### src/rtl/regfile_arbiter.sv
// rtl/regfile_arbiter.sv - request/grant arbiter with bus lock for the shared 128x8 motor register file
module regfile_arbiter #(
    parameter int N_REQ      = 3,
    parameter int STARVE_MAX = 8,
    parameter int LOCK_MAX   = 16
) (
    input  logic               clk,
    input  logic               resetn,
    input  logic [N_REQ-1:0]   req,
    input  logic [N_REQ-1:0]   we,
    input  logic [7*N_REQ-1:0] addr,
    input  logic [8*N_REQ-1:0] wdata,
    input  logic [N_REQ-1:0]   lock,
    output logic [N_REQ-1:0]   gnt,
    output logic [N_REQ-1:0]   rvalid,
    output logic [7:0]         rdata,
    output logic               mem_en,
    output logic               mem_we,
    output logic [6:0]         mem_addr,
    output logic [7:0]         mem_wdata,
    input  logic [7:0]         mem_rdata,
    output logic               lock_err
);

    localparam int PW = $clog2(N_REQ);
    localparam int SW = $clog2(STARVE_MAX + 1);
    localparam int LW = (LOCK_MAX > 1) ? $clog2(LOCK_MAX) : 1;

    logic [PW-1:0] rr_ptr;
    logic [PW-1:0] lock_owner;
    logic          lock_active;
    logic [LW-1:0] lock_cnt;
    logic [SW-1:0] starve [N_REQ];

    logic          starve_hit;
    logic [PW-1:0] starve_sel;
    logic          rr_hit;
    logic [PW-1:0] rr_sel;
    logic          gnt_any;
    logic [PW-1:0] gnt_sel;

    // Port visited at position off of a round-robin scan over ports 1..N_REQ-1 starting at ptr.
    function automatic logic [PW-1:0] rr_port(input logic [PW-1:0] ptr, input int off);
        int p;
        p = ((int'(ptr) - 1 + off) % (N_REQ - 1)) + 1;
        return PW'(p);
    endfunction

    // Scan the low-priority ports from rr_ptr for the first starving and the first requesting one.
    always_comb begin
        starve_hit = 1'b0;
        starve_sel = '0;
        rr_hit     = 1'b0;
        rr_sel     = '0;
        for (int off = 0; off < N_REQ - 1; off++) begin
            if (!starve_hit && req[rr_port(rr_ptr, off)] &&
                (starve[rr_port(rr_ptr, off)] >= SW'(STARVE_MAX))) begin
                starve_hit = 1'b1;
                starve_sel = rr_port(rr_ptr, off);
            end
            if (!rr_hit && req[rr_port(rr_ptr, off)]) begin
                rr_hit = 1'b1;
                rr_sel = rr_port(rr_ptr, off);
            end
        end
    end

    // Pick the single winner: lock owner, then starving port, then port 0, then round-robin.
    always_comb begin
        gnt_any = 1'b0;
        gnt_sel = '0;
        if (lock_active) begin
            if (req[lock_owner]) begin
                gnt_any = 1'b1;
                gnt_sel = lock_owner;
            end
        end else if (starve_hit) begin
            gnt_any = 1'b1;
            gnt_sel = starve_sel;
        end else if (req[0]) begin
            gnt_any = 1'b1;
            gnt_sel = '0;
        end else if (rr_hit) begin
            gnt_any = 1'b1;
            gnt_sel = rr_sel;
        end
        if (!resetn) begin
            gnt_any = 1'b0;
        end
    end

    assign gnt    = gnt_any ? ({{(N_REQ-1){1'b0}}, 1'b1} << gnt_sel) : '0;
    assign mem_en = gnt_any;
    assign rdata  = mem_rdata;

    // Steer the granted port's access onto the RAM port.
    always_comb begin
        mem_we    = 1'b0;
        mem_addr  = '0;
        mem_wdata = '0;
        for (int i = 0; i < N_REQ; i++) begin
            if (gnt[i]) begin
                mem_we    = we[i];
                mem_addr  = addr[7*i +: 7];
                mem_wdata = wdata[8*i +: 8];
            end
        end
    end

    // Read data returns one cycle after a read grant.
    always_ff @(posedge clk or negedge resetn) begin
        if (!resetn) begin
            rvalid <= '0;
        end else begin
            rvalid <= gnt & ~we;
        end
    end

    // Count consecutive losing cycles of each low-priority requester, saturating.
    always_ff @(posedge clk or negedge resetn) begin
        if (!resetn) begin
            for (int j = 0; j < N_REQ; j++) begin
                starve[j] <= '0;
            end
        end else begin
            starve[0] <= '0;
            for (int j = 1; j < N_REQ; j++) begin
                if (req[j] && !gnt[j]) begin
                    if (starve[j] != SW'(STARVE_MAX)) begin
                        starve[j] <= starve[j] + SW'(1);
                    end
                end else begin
                    starve[j] <= '0;
                end
            end
        end
    end

    // Advance the round-robin pointer past a low-priority port won outside a lock.
    always_ff @(posedge clk or negedge resetn) begin
        if (!resetn) begin
            rr_ptr <= PW'(1);
        end else if (gnt_any && !lock_active && (gnt_sel != '0)) begin
            rr_ptr <= (gnt_sel == PW'(N_REQ - 1)) ? PW'(1) : gnt_sel + PW'(1);
        end
    end

    // Lock acquisition, release at burst end, and forced release on timeout.
    always_ff @(posedge clk or negedge resetn) begin
        if (!resetn) begin
            lock_active <= 1'b0;
            lock_owner  <= '0;
            lock_cnt    <= '0;
            lock_err    <= 1'b0;
        end else if (lock_active) begin
            if (lock_cnt == LW'(LOCK_MAX - 1)) begin
                lock_active <= 1'b0;
                lock_err    <= 1'b1;
            end else if (!lock[lock_owner] && (gnt_any || !req[lock_owner])) begin
                lock_active <= 1'b0;
            end else begin
                lock_cnt <= lock_cnt + LW'(1);
            end
        end else if (gnt_any && lock[gnt_sel]) begin
            lock_active <= 1'b1;
            lock_owner  <= gnt_sel;
            lock_cnt    <= '0;
        end
    end

endmodule
### config.mk
export PLATFORM = sky130hd
export DESIGN_NAME = regfile_arbiter
export DESIGN_NICKNAME = d
export VERILOG_FILES = /design/src/rtl/regfile_arbiter.sv
export SDC_FILE = /design/constraint.sdc
export NUM_CORES = 1
export LEC_CHECK = 0
export CORE_AREA = 3 3 71 73
export CTS_CLUSTER_DIAMETER = 100
export DETAILED_ROUTE_END_ITERATION = 10
export DIE_AREA = 0 0 74 76
export GPL_TIMING_DRIVEN = 0
export PLACE_DENSITY = 0.91
export SYNTH_ARGS = -nofsm -noshare
export SYNTH_HDL_FRONTEND = slang
export SYNTH_SLANG_ARGS = --single-unit
### constraint.sdc
create_clock -name clk -period 4.05 [get_ports clk]
set_input_delay 1.215 -clock clk [delete_from_list [all_inputs] [get_ports clk]]
set_output_delay 1.215 -clock clk [all_outputs]
set_load 0.005 [all_outputs]
# == Word level (Yosys, flattened, before mapping) ==
# Index checks and enable logic that the tools add are counted.
# word_totals
register_bits,21
inputBits,64
output_inout_bits,32
elab_cells,121
# classes
addsub,8
magnitude_cmp,8
n_eq_ne,8
shifts,1
n_mux,58
bitwise,7
reduce_logical,23
# ops
cell,n
$mux 4,12
$mux 8,3
$mux 1,22
$mux 7,3
$mux 2,10
$bmux 4 s2,2
$add 4x1->4 const B,3
$lt 2x3->1 const B,4
$bmux 1 s2,5
$logic_and 1x1->1,10
$ge 4x4->1 const B,2
$ne 4x4->1 const B,2
$logic_not 1->1,7
$ge 3x3->1 const B,2
$not 2->3,2
$add 2x2->2 const B,2
$add 3x2->4 const B,1
$eq 4x4->1 const B,1
$ne 2x1->1 const B,2
$ne 2x2->1 const B,2
$reduce_and 2->1,2
$reduce_bool 2->1,2
$and 3x3->3,1
$mux 3,1
9 further kinds,10

# == Depth between registers and ports, before layout ==
# Gate-level depths: netlist (run 1).
# depth
ltp_word,22
ltp_mapped,8
ltp_nobuf,6

# == Least setup slack after synthesis (run 1) ==
# No wires, ideal clock.
# synth_path
kind,input to output
start,in req[1]
end,out mem_addr[0]
t_arrival_ps,2379
required_ps,2835
path_slack_ps,456
cell_stages,5
path_buffers,2
cell_sequence,or4_1 o211ai_1 buf_2 buf_2 a211oi_1
# synth_between
elab_chain_cells,15
elab_cells_between_ends,36
cone_classes,1 x shift; 29 x mux; 6 x reduce/logical
# synth_lines
item,line,text
"start, declared",9,"input logic [N_REQ-1:0] req,"
$bmux 1 s2,"56, 61",
$mux 1 (not written as such),"56, 61",
$mux 1 or $logic_and 1x1->1 (tied branches),"61, 56",
$logic_not 1->1 or $mux 1 (tied branches),"61, 56",
$logic_and 1x1->1 or $logic_not 1->1 (tied branches),"61, 56",
"$mux 2, or another cell as far along",61,"if (!rr_hit && req[rr_port(rr_ptr, off)]) begin"
"$mux 2, or another cell as far along",83,end else if (rr_hit) begin
"$mux 2, or another cell as far along",80,end else if (req[0]) begin
$mux 2 or $mux 1 (tied branches),77,end else if (starve_hit) begin
$mux 2 or $mux 1 (tied branches),72,if (lock_active) begin
$shl 1x2->3 or $mux 1 (tied branches),"92, 87",
$mux 3 (*),92,"assign gnt = gnt_any ? ({{(N_REQ-1){1'b0}}, 1'b1} << gnt_sel) : '0;"
$mux 7 (2 in a row),102,if (gnt[i]) begin
$mux 7 (*),102,
"end, declared",19,"output logic [6:0] mem_addr,"
# Mark *: on every way between the ends. The rest lies on a longest branch, timed or not. The select of a mux whose other input is x is not followed.

# == Final worst setup path (run 1) ==
# layout_path
start,in req[0]
end,out gnt[2]
# layout_between
elab_chain_cells,12
elab_cells_between_ends,33
cone_classes,1 x shift; 26 x mux; 6 x reduce/logical
# layout_lines
item,line,text
$bmux 1 s2,"56, 61",
$mux 1 (not written as such),"56, 61",
$mux 1 or $logic_and 1x1->1 (tied branches),"61, 56",
$logic_not 1->1 or $mux 1 (tied branches),"61, 56",
$logic_and 1x1->1 or $logic_not 1->1 (tied branches),"61, 56",
"$mux 2, or another cell as far along",61,
"$mux 2, or another cell as far along",83,
"$mux 2, or another cell as far along",80,
$mux 2 or $mux 1 (tied branches),77,
$mux 2 or $mux 1 (tied branches),72,
$shl 1x2->3 or $mux 1 (tied branches),"92, 87",
$mux 3 (*),92,
"end, declared",14,"output logic [N_REQ-1:0] gnt,"
# Marks and branches as above.

==> results.md, run 1 <==
- Outcome: complete, no violations
- Layout cells sized above 1: 0.212
- RSZ-0062 raised after global routing: true
- CTS Buf Count: 3
- Register area: 527 um^2
- # rows: 24
- WL/cell: 14.6 um
- Htree depth: 1
- Crit path cell chain: clkdlybuf4s15_2 > or4_4 > o211ai_1 > buf_4 > inv_2 > nand2_2 > nor2_1 > dlygate4sd2_1
- Worst Path Max Fanout: 5
- CP Buf/Inv Count: 4
- FF+latch count, synth: 21
- Mux contribution to synthesized area: 0.144
- CTS tree: built
- Final hold vios: 0
- RePlAce Congestion: 0.826
- Detailed Route Iter0 Violations: 83
- Critical Path AT: 2.76 ns
- Worst Hold Class: reg2reg
- Clock Tree Buf Depth: 2
- Pwr dens: 401 nW/um^2
- Synth Area in Compound Gates: 0.178
- Clk_lat worst skew: 0.27 ns
- Slew headroom: 0.662
- Post-Synth Simple-Gate Area: 0.209
- Number of I/O pins: 96
- Port buffer count: 87
- P_leak: 1.36 nW
- Max stage delay on crit path: 0.51 ns
- Final setup violation count: 0
- Total GRT Usage: 0.180
- Max Cap Viol: 0
- Synth warn: 0
- WP data required: 2.83 ns
- Highest clock rate: 0.251 GHz
- Clock transition at path regs: 0.07 ns
- Net Count, Synth: 263
- Cell Area, Synth: 1700 um^2
- Post-Synth XOR/XNOR Area: 0.0257
- Initial antenna violation count: 0
- Cells after DPL: 333
- Vias in the first global route: 1845
- Vias/cell: 5.15
- Crit path time final: 3.98 ns
- Largest family of logic cells by synthesized area: simple AND/OR/NAND/NOR gates
- Pin count of the biggest net entering global routing: 24
- Final HPWL DP: 3850 um
- Slew @ Worst Pin: 0.501 ns
- Nets: 363
- DRC viols: 0
- Critical path's top delay family: buffers and inverters
- Gate Count Post-Synth: 194
- Final worst slack: 0.0701 ns
- Syn Area/Cell: 8.78 um^2
- Die W: 74 um
- Synth cell types: 40
- Area of the multi-input gates: 1050 um^2
- Crit path capture type: output port
- Type of origin of the critical path: input pin
- Pre-Repair DR Iteration Count: 4
- CTS Hold Bufs: 0
- Grt total ovfl: 0
- Final Cycle Share: 0.983
- Global-route wire length before repair: 8200 um
- Adder-cell share of the synthesized area: 0.0367
- Drt total wl: 5040 um
- Die height: 76 um
- Clk_skew: 0.00350 ns
- CTS Root Buffer Type: clkbuf_8
- Final antenna-violating net count: 0
- Final core utilization: 0.632
- Max stage delay cell, worst path: or4_4
- Crit Path Category: in2out
- Synth-to-layout area growth: 63.7%
- Max Slew Vio Count: 0
- Core area: 4410 um^2
- Post-synthesis sequential area ratio: 0.309
- Fillers: 353
- VDD IR max: 0.261 mV
- Worst slack at placement: -1.13 ns
- Final non-filler cell total: 345
- Die area: 5620 um^2
- Initial Util: 0.386
- DR vias: 1778
- Flop2flop setup slack: 1.79 ns
- Min Hold Slack: 0.494 ns
- Sinks on Clock Net: 21
- Antenna diodes: 0
[logic make-up after synthesis]
family | count (synthesis)
muxes | 24
AOI/OAI and AO/OA | 38
xor gates and xnor gates | 5
DFF | 21
adders and majority gates | 5
and+or+nand+nor | 69
buffers and inverters | 32
[synth_stat cells, drive strengths merged]
| cell | count | area, um^2 |
|---|---|---|
| clkbuf | 1 | 3.75 |
| xnor2 | 3 | 26.3 |
| dfstp | 1 | 26.3 |
| o22ai | 3 | 18.8 |
| nand2b | 5 | 31.3 |
| nor2b | 4 | 25.0 |
| nand3b | 5 | 50.1 |
| ha | 5 | 62.6 |
| o41ai | 2 | 32.5 |
| a2111oi | 1 | 27.5 |
| o22a | 1 | 8.76 |
| o21ai | 6 | 30.0 |
| nand2 | 9 | 33.8 |
| nand3 | 5 | 25.0 |
| inv | 15 | 56.3 |
| a21oi | 4 | 20.0 |
| mux2 | 1 | 15.0 |
| nor2 | 29 | 111 |
| nor3 | 6 | 35.0 |
| or4 | 1 | 7.51 |
| o211ai | 2 | 20.0 |
| nand4b | 1 | 8.76 |
| dfrtp | 20 | 500 |
| and3b | 1 | 8.76 |
| o21a | 1 | 7.51 |
| o32a | 1 | 11.3 |
| a211oi | 16 | 120 |
| or2 | 3 | 18.8 |
| o21bai | 1 | 7.51 |
| mux2i | 23 | 230 |
| buf | 16 | 106 |
| xor2 | 2 | 17.5 |
[cells in the final DEF, fill, tap and decap left out, types with 7 or more instances in the layout]
cell type,instances
nand2_1,8
clkdlybuf4s50_1,63
buf_2,7
a211oi_1,14
inv_1,11
buf_4,18
dlygate4sd2_1,10
dfrtp_1,20
mux2i_1,23
nor2_1,28
[worst paths after layout]
path | cells after the start | from | endpoint
worst min-delay path | 1 | lock_err | lock_err
max in group asynchronous | 1 | resetn | rr_ptr[0]
worst min register to register | 1 | lock_err | lock_err
min in group asynchronous | 1 | resetn | lock_cnt[1]
worst max register to register | 8 | starve[7] | lock_cnt[0]
worst max-delay path | 8 | req[0] | gnt[2]
[what timing repair did]
action,in CTS,in global routing
buffers inserted,7,1
endpoints found under the setup margin,20,19
pin swaps,3,2
cloned,0,0
gates resized for setup,68,12
[state kept, by name, summed over array words and instances (netlist names)]
| name | cells |
|---|---|
| lock_err | 1 |
| rvalid | 3 |
| lock_owner | 2 |
| starve | 8 |
| lock_cnt | 4 |
| rr_ptr | 2 |
| lock_active | 1 |
[layout make-up]
cell class	count	area share
Clock buffer	3	0.0148
Tap cell	52	0.0233
Timing Repair Buffer	95	0.320
Buffer	17	0.0538
Clock inverter	1	0.00179
Multi-Input combinational cell	141	0.377
Inverter	15	0.0202
Sequential cell	21	0.189
[per-layer routing]
metal	up-vias	GRT usage	part of all wire
li1	872	-	-
met5	-	0	0
met2	58	0.319	0.52
met4	0	0.0652	0.021
met1	841	0.209	0.40
met3	7	0.0343	0.057
[where the power goes]
part | switching [W] | internal (W) | leakage, nW | total [W]
Clock | 0.0000717 | 0.0000688 | 0.0255 | 0.000140
Combinational | 0.000312 | 0.000350 | 1.06 | 0.000663
Sequential | 0.0000538 | 0.000263 | 0.277 | 0.000317
[through the flow]
stage / total power, W / area (um^2) / setup TNS (ns)
6_report: 0.00112 / 2790 / 0
3_5_place_dp: 0.000944 / 2640 / -19.95
2_1_floorplan: 0.000674 / 1700 / 0
4_1_cts: 0.00110 / 2760 / -0.0919
3_3_place_gp: 0.000925 / 2640 / -19.29
5_1_grt: 0.00120 / 2790 / -0.0296
Note: power is estimated with default switching activity, not from simulation.
==> run 2: changes to the inputs <==
--- a/config.mk
+++ b/config.mk
@@ -5,10 +5,10 @@
 export SDC_FILE = /design/constraint.sdc
 export NUM_CORES = 1
 export LEC_CHECK = 0
-export CORE_AREA = 3 3 71 73
+export CORE_AREA = 3 3 65 79
 export CTS_CLUSTER_DIAMETER = 100
 export DETAILED_ROUTE_END_ITERATION = 10
-export DIE_AREA = 0 0 74 76
+export DIE_AREA = 0 0 68 82
 export GPL_TIMING_DRIVEN = 0
 export PLACE_DENSITY = 0.91
 export SYNTH_ARGS = -nofsm -noshare
==> run 2 against run 1 <==
  * Worst hold slack got worse by 0.0084 ns
  * Setup slack got worse by 0.049 ns
  * Sequential cell count unchanged
  * Non-clock buffer count decreased by 1
  * Total power decreased by 0.20%
  * Design area about the same
  * Sequential share of layout area about the same
  * Clock skew about the same
  * Die area decreased by 0.85%
  * Final cell count increased by 1.4%
==> results.md, run 2 (synthesis gave the netlist of run 1 again) <==
- Outcome: complete, no violations
- Number of I/O pins: 96 (unchanged)
- Pin count of the biggest net entering global routing: 24 (unchanged)
- Die W: 68 um (-8.1%)
- Crit path time final: 4.03 ns (+0.0487 ns)
- Sinks on Clock Net: 21 (unchanged)
- Synth-to-layout area growth: 63.7% (about the same)
- Min Hold Slack: 0.486 ns (-0.00839 ns)
- CTS tree: built
- Detailed Route Iter0 Violations: 38 (-54%)
- Final hold vios: 0 (unchanged)
- Nets: 362 (-0.28%)
- Max stage delay cell, worst path: a2111oi_4
- Die area: 5580 um^2 (-0.85%)
- CTS Buf Count: 3 (unchanged)
- Port buffer count: 87 (unchanged)
- Pwr dens: 400 nW/um^2 (-0.25%)
- Critical path's top delay family: buffers and inverters
- Final core utilization: 0.616 (-0.0154)
- Initial antenna violation count: 0 (unchanged)
- Worst slack at placement: -1.15 ns (-0.0161 ns)
- CTS Root Buffer Type: clkbuf_8
- CP Launch Point: req[1]
- Drt total wl: 4990 um (-0.87%)
- Core area: 4530 um^2 (+2.6%)
- Worst Path Max Fanout: 10 (+5)
- Worst Hold Class: reg2reg
- Post-route setup TNS: 0 ns (unchanged)
- CP Buf/Inv Count: 4 (unchanged)
- Crit path capture type: output port
- Cell mode on critical path: buf_6
- Hold wc startpoint: lock_err
- Leading cell types in the layout, fill and taps excluded: 64 x clkdlybuf4s50_1, 27 x nor2_1, 23 x mux2i_1
- Crit path cell chain: buf_2 > nand2b_1 > a2111oi_4 > nor2_4 > buf_6 > buf_6 > a211oi_1 > dlygate4sd2_1
- Total power: 0.00112 W (-0.20%)
- Slew @ Worst Pin: 0.462 ns (-0.0393 ns)
- WL/cell: 14.3 um (-2.3%)
- Clk_skew: 0.00324 ns (-0.000261 ns)
- Final setup violation count: 0 (unchanged)
- Max Slew Vio Count: 0 (unchanged)
- Clock Tree Buf Depth: 2 (unchanged)
- Reg with most FFs: starve
- Clk_lat worst skew: 0.27 ns (about the same)
- Highest clock rate: 0.248 GHz (-1.2%)
- Vias/cell: 5.12 (-0.71%)
- Largest registers: starve (8), lock_cnt (4), rvalid (3)
- WP data required: 2.83 ns (about the same)
- Vias in the first global route: 1709 (-7.4%)
- Critical Path AT: 2.81 ns (+0.05 ns)
- Total GRT Usage: 0.175 (-0.00522)
- Max stage delay on crit path: 0.38 ns (-0.13 ns)
- DRC viols: 0 (unchanged)
- Initial Util: 0.376 (-0.00960)
- Antenna diodes: 0 (unchanged)
- Max Cap Viol: 0 (unchanged)
- Pre-Repair DR Iteration Count: 4 (unchanged)
- CTS Hold Bufs: 0 (unchanged)
- Die height: 82 um (+7.9%)
- Final Cycle Share: 0.995 (+0.0120)
- Reg2reg start: starve[7]
- Final antenna-violating net count: 0 (unchanged)
- RePlAce Congestion: 0.886 (+7.3%)
- VDD IR max: 0.182 mV (-30%)
- Type of origin of the critical path: input pin
- Htree depth: 1 (unchanged)
- Layout cells sized above 1: 0.195 (-0.0164)
- # rows: 27 (+13%)
- Grt total ovfl: 0 (unchanged)
- Final worst slack: 0.0214 ns (-0.0487 ns)
- DR vias: 1791 (+0.73%)
- Largest register FFs: 8 (unchanged)
- Most common cell after layout, fill and taps aside: clkdlybuf4s50_1
- P_leak: 1.34 nW (-1.5%)
- Slew headroom: 0.689 (+0.0265)
- Final HPWL DP: 3780 um (-1.9%)
- Global-route wire length before repair: 7480 um (-8.8%)
- Crit Path Category: in2out
- Clock transition at path regs: 0.08 ns (about the same)
==> run 2: stage by stage <==
| stage | cells | area, um^2 |
|---|---|---|
| after floorplan | 194 | 1700 |
| after CTS | 350 | 2770 |
| after global routing | 350 | 2790 |
| final | 350 | 2790 |
| after global placement | 339 | 2650 |
| after detailed placement | 339 | 2650 |
==> run 2: area by class of cell <==
class	count	area, um^2
repair buffers	94	893
flip-flops and latches	21	527
fillers	377	1740
inverters	15	56.3
well taps	58	72.6
plain buffers	17	140
clock buffers	3	41.3
multi-input cells	141	1050
clock inverters	1	5.00
==> run 2: power breakdown <==
| part | switching (W) | internal (W) | total (W) | leakage [nW] |
|---|---|---|---|---|
| combinational | 0.000315 | 0.000343 | 0.000658 | 1.04 |
| sequential | 0.0000549 | 0.000263 | 0.000318 | 0.277 |
| clock | 0.0000724 | 0.0000688 | 0.000141 | 0.0255 |
==> run 2: layer usage <==
| metal | track usage | vias up | share of wire |
|---|---|---|---|
| li1 | - | 875 | - |
| met1 | 0.198 | 838 | 0.37 |
| met2 | 0.305 | 69 | 0.55 |
| met3 | 0.0356 | 9 | 0.058 |
| met4 | 0.0895 | 0 | 0.022 |
| met5 | 0 | - | 0 |
==> run 2: final timing paths <==
kind	end	depth (start not counted)	slack [ns]
setup / recovery	mem_addr[2]	8	0.02
hold / removal	lock_err	1	0.49
setup reg to reg	lock_cnt[0]	7	1.90
hold reg to reg	lock_err	1	0.49
max in group asynchronous	rr_ptr[0]	1	2.91
min in group asynchronous	lock_err	1	0.85
==> run 2: repair_timing <==
action	4_1_cts	5_1_grt
buffers inserted	7	0
endpoints found under the setup margin	20	12
pin swaps	1	1
resized for setup	57	6
cloned	0	0
==> run 2: worst register-to-register path: cells and delay by family (launching register included) <==
family                 cells  cell delay (ns)
AOI/OAI and AO/OA          2             0.57
DFF                        1             0.49
and+or+nand+nor            3             0.49
muxes                      1             0.33
buffers and inverters      1             0.16
==> run 3: changes to the inputs <==
--- a/config.mk
+++ b/config.mk
@@ -6,10 +6,12 @@
 export NUM_CORES = 1
 export LEC_CHECK = 0
 export CORE_AREA = 3 3 65 79
+export CTS_BUF_LIST = sky130_fd_sc_hd__clkbuf_16
 export CTS_CLUSTER_DIAMETER = 100
 export DETAILED_ROUTE_END_ITERATION = 10
 export DIE_AREA = 0 0 68 82
 export GPL_TIMING_DRIVEN = 0
+export HOLD_SLACK_MARGIN = 0.15
 export PLACE_DENSITY = 0.91
 export SYNTH_ARGS = -nofsm -noshare
 export SYNTH_HDL_FRONTEND = slang
==> run 3 against run 2 <==
  * The flow now finishes with violations (setup timing)
  * Critical endpoint is now mem_wdata[2]
  * First-iteration DRC count grew 120%
  * Fmax shrank 1.6%
  * Clock skew grew 0.0029 ns
  * Critical path depth grew 1
  * Sequential cell count is the same
==> results.md, run 3 (synthesis gave the netlist of run 1 again) <==
- Leading cell types in the layout, fill and taps excluded: 64 x clkdlybuf4s50_1, 34 x buf_4, 28 x nor2_1
- Clk_skew: 0.00613 ns (+0.00290 ns)
- # rows: 27 (unchanged)
- Max stage delay on crit path: 0.53 ns (+0.15 ns)
- Failing checks: setup timing
- Antenna diodes: 0 (unchanged)
- VDD IR max: 0.187 mV (+2.5%)
- Final worst slack: -0.0462 ns (-0.0676 ns)
- Critical Path AT: 2.88 ns (+0.07 ns)
- Clock Tree Buf Depth: 2 (unchanged)
- Final core utilization: 0.662 (+0.0456)
- Total power: 0.00131 W (+17%)
- CTS Buf Count: 3 (unchanged)
- WL/cell: 16.4 um (+15%)
- Detailed Route Iter0 Violations: 83 (+120%)
- Htree depth: 1 (unchanged)
- Nets: 378 (+4.4%)
- Vias/cell: 5.24 (+2.4%)
- Vias in the first global route: 1771 (+3.6%)
- DRC viols: 0 (unchanged)
- Critical path's top delay family: buffers and inverters
- Pre-Repair DR Iteration Count: 4 (unchanged)
- Top Layer Used: met4
- Worst Hold Class: reg2reg
- Die area: 5580 um^2 (unchanged)
- Sinks on Clock Net: 21 (unchanged)
- Met3 wire length: 375 um (+30%)
- Final setup violation count: 14 (+14)
- R2r endpoint: starve[1]
- Register area: 527 um^2 (unchanged)
- Max Slew Vio Count: 0 (unchanged)
- Crit Path Category: in2out
- Met2 WL: 3250 um (+19%)
- Die W: 68 um (unchanged)
- Initial antenna violation count: 0 (unchanged)
- Port buffer count: 87 (unchanged)
- CP Buf/Inv Count: 5 (+1)
- Flop2flop setup slack: 0.48 ns (-1.42 ns)
- Number of I/O pins: 96 (unchanged)
- Reg2reg start: rr_ptr[0]
- WP data required: 2.83 ns (about the same)
- Global-route wire length before repair: 8010 um (+7.1%)
- Slew @ Worst Pin: 0.404 ns (-0.0575 ns)
- Largest registers: starve (8), lock_cnt (4), rvalid (3)
- Pwr dens: 438 nW/um^2 (+9.4%)
- Core area: 4530 um^2 (unchanged)
- CTS tree: built
- Final HPWL DP: 3780 um (unchanged)
- CTS Hold Bufs: 0 (unchanged)
- Initial Util: 0.376 (unchanged)
- RePlAce Congestion: 0.886 (unchanged)
- Outcome: finished, violations left
- Highest clock rate: 0.244 GHz (-1.6%)
- Crit path capture type: output port
- Worst r2r path cells: 20 (+13)
- CTS Root Buffer Type: clkbuf_16
- Final hold vios: 0 (unchanged)
- Total GRT Usage: 0.192 (+0.0173)
- Max stage delay cell, worst path: or4_1
- Clk_lat worst skew: 0.26 ns (about the same)
- Largest register FFs: 8 (unchanged)
- Cells after DPL: 339 (unchanged)
- Area of the multi-input gates: 1060 um^2 (+0.59%)
- Fillers: 344 (-8.8%)
- Grt total ovfl: 0 (unchanged)
- Type of origin of the critical path: input pin
- Worst Hold Path EP: lock_err
- Crit path time final: 4.10 ns (+0.0676 ns)
- Final antenna-violating net count: 0 (unchanged)
- Slew headroom: 0.729 (+0.0403)
- Worst Path Max Fanout: 5 (-5)
- Final non-filler cell total: 366 (+4.6%)
- Final Cycle Share: 1.01 (+0.0167)
- DR vias: 1918 (+7.1%)
- Pin count of the biggest net entering global routing: 24 (unchanged)
- Reg with most FFs: starve
- Layout cells sized above 1: 0.237 (+0.0418)
- Hold wc startpoint: lock_err
- Crit path cell chain: buf_12 > o21a_1 > or4_1 > o211ai_1 > buf_4 > buf_6 > clkbuf_16 > a211oi_1 > clkdlybuf4s15_2
- Clock transition at path regs: 0.06 ns (-0.02 ns)
- Max Cap Viol: 0 (unchanged)
- P_leak: 1.43 nW (+7.1%)
- Hold depth: 1 (unchanged)
- Post-Route M1 WL: 2140 um (+16%)
- Die height: 82 um (unchanged)
- Drt total wl: 6000 um (+20%)
- Most common cell after layout, fill and taps aside: clkdlybuf4s50_1
- Synth-to-layout area growth: 75.8%
run 3: changes by cell type in the layout (fill, tap and decap cells not counted), moves of 3 or more:
cell	delta
buf_4	+16
dlygate4sd2_1	-7
clkdlybuf4s15_1	+6
clkbuf_16	+4
clkbuf_8	-3
run 3: timing repair:
action | CTS | global route
pin swaps | 1 | 6
setup buffers | 21 | 4
gates resized for setup | 57 | 25
cloned | 0 | 1
endpoints found under the setup margin | 20 | 27
run 3: metrics by stage:
stage / worst slack [ns] / hold slack [ns] / setup TNS [ns] / cell area, um^2
after floorplan: 0.456 / 0.468 / 0 / 1700
after global placement: -1.14 / 0.458 / -19.60 / 2650
after detailed placement: -1.15 / 0.472 / -20.20 / 2650
after CTS: 0.00167 / 0.484 / 0 / 2910
after global routing: -0.0630 / 0.532 / -0.836 / 3000
final: -0.0462 / 0.481 / -0.233 / 3000
run 3: worst max path at each step:
stage | to | cells after the start | from | slack (ns)
final | mem_wdata[2] | 9 | req[2] | -0.05
after global routing | mem_wdata[2] | 9 | req[2] | -0.06
after CTS | mem_wdata[0] | 8 | req[0] | 0.002
after detailed placement | mem_addr[1] | 6 | resetn | -1.15
after global placement | mem_wdata[4] | 6 | resetn | -1.14
after floorplan | mem_addr[0] | 5 | req[1] | 0.46
run 3: worst register-to-register path, cell delays in order, from the launching register on:
cell	delay, ns
dfstp_2	0.59
o21a_1	0.17
or4_1	0.14
o211ai_1	0.13
buf_4	0.18
buf_4	0.13
buf_4	0.12
buf_4	0.13
buf_4	0.12
buf_4	0.12
buf_4	0.13
buf_4	0.13
buf_4	0.13
buf_4	0.13
buf_4	0.12
buf_4	0.12
buf_4	0.12
buf_4	0.12
buf_6	0.11
o41ai_4	0.41
nor2_1	0.09
run 3: cell type report:
cell class / instances / share of cell area
Multi-Input combinational cell: 141 / 0.354
Buffer: 16 / 0.0443
Tap cell: 58 / 0.0242
Clock inverter: 1 / 0.00167
Clock buffer: 3 / 0.0251
Inverter: 15 / 0.0188
Sequential cell: 21 / 0.176
Timing Repair Buffer: 111 / 0.356
run 3: layer usage:
layer | global-route usage | vias to the layer above
met4 | 0.0954 | 0
met2 | 0.355 | 94
li1 | - | 897
met3 | 0.0301 | 19
met1 | 0.207 | 908
met5 | 0 | -
run 3: report_power, final:
group / switching (W) / total [W] / internal (W)
combinational: 0.000357 / 0.000771 / 0.000414
sequential: 0.0000596 / 0.000323 / 0.000263
clock: 0.0000851 / 0.000218 / 0.000133
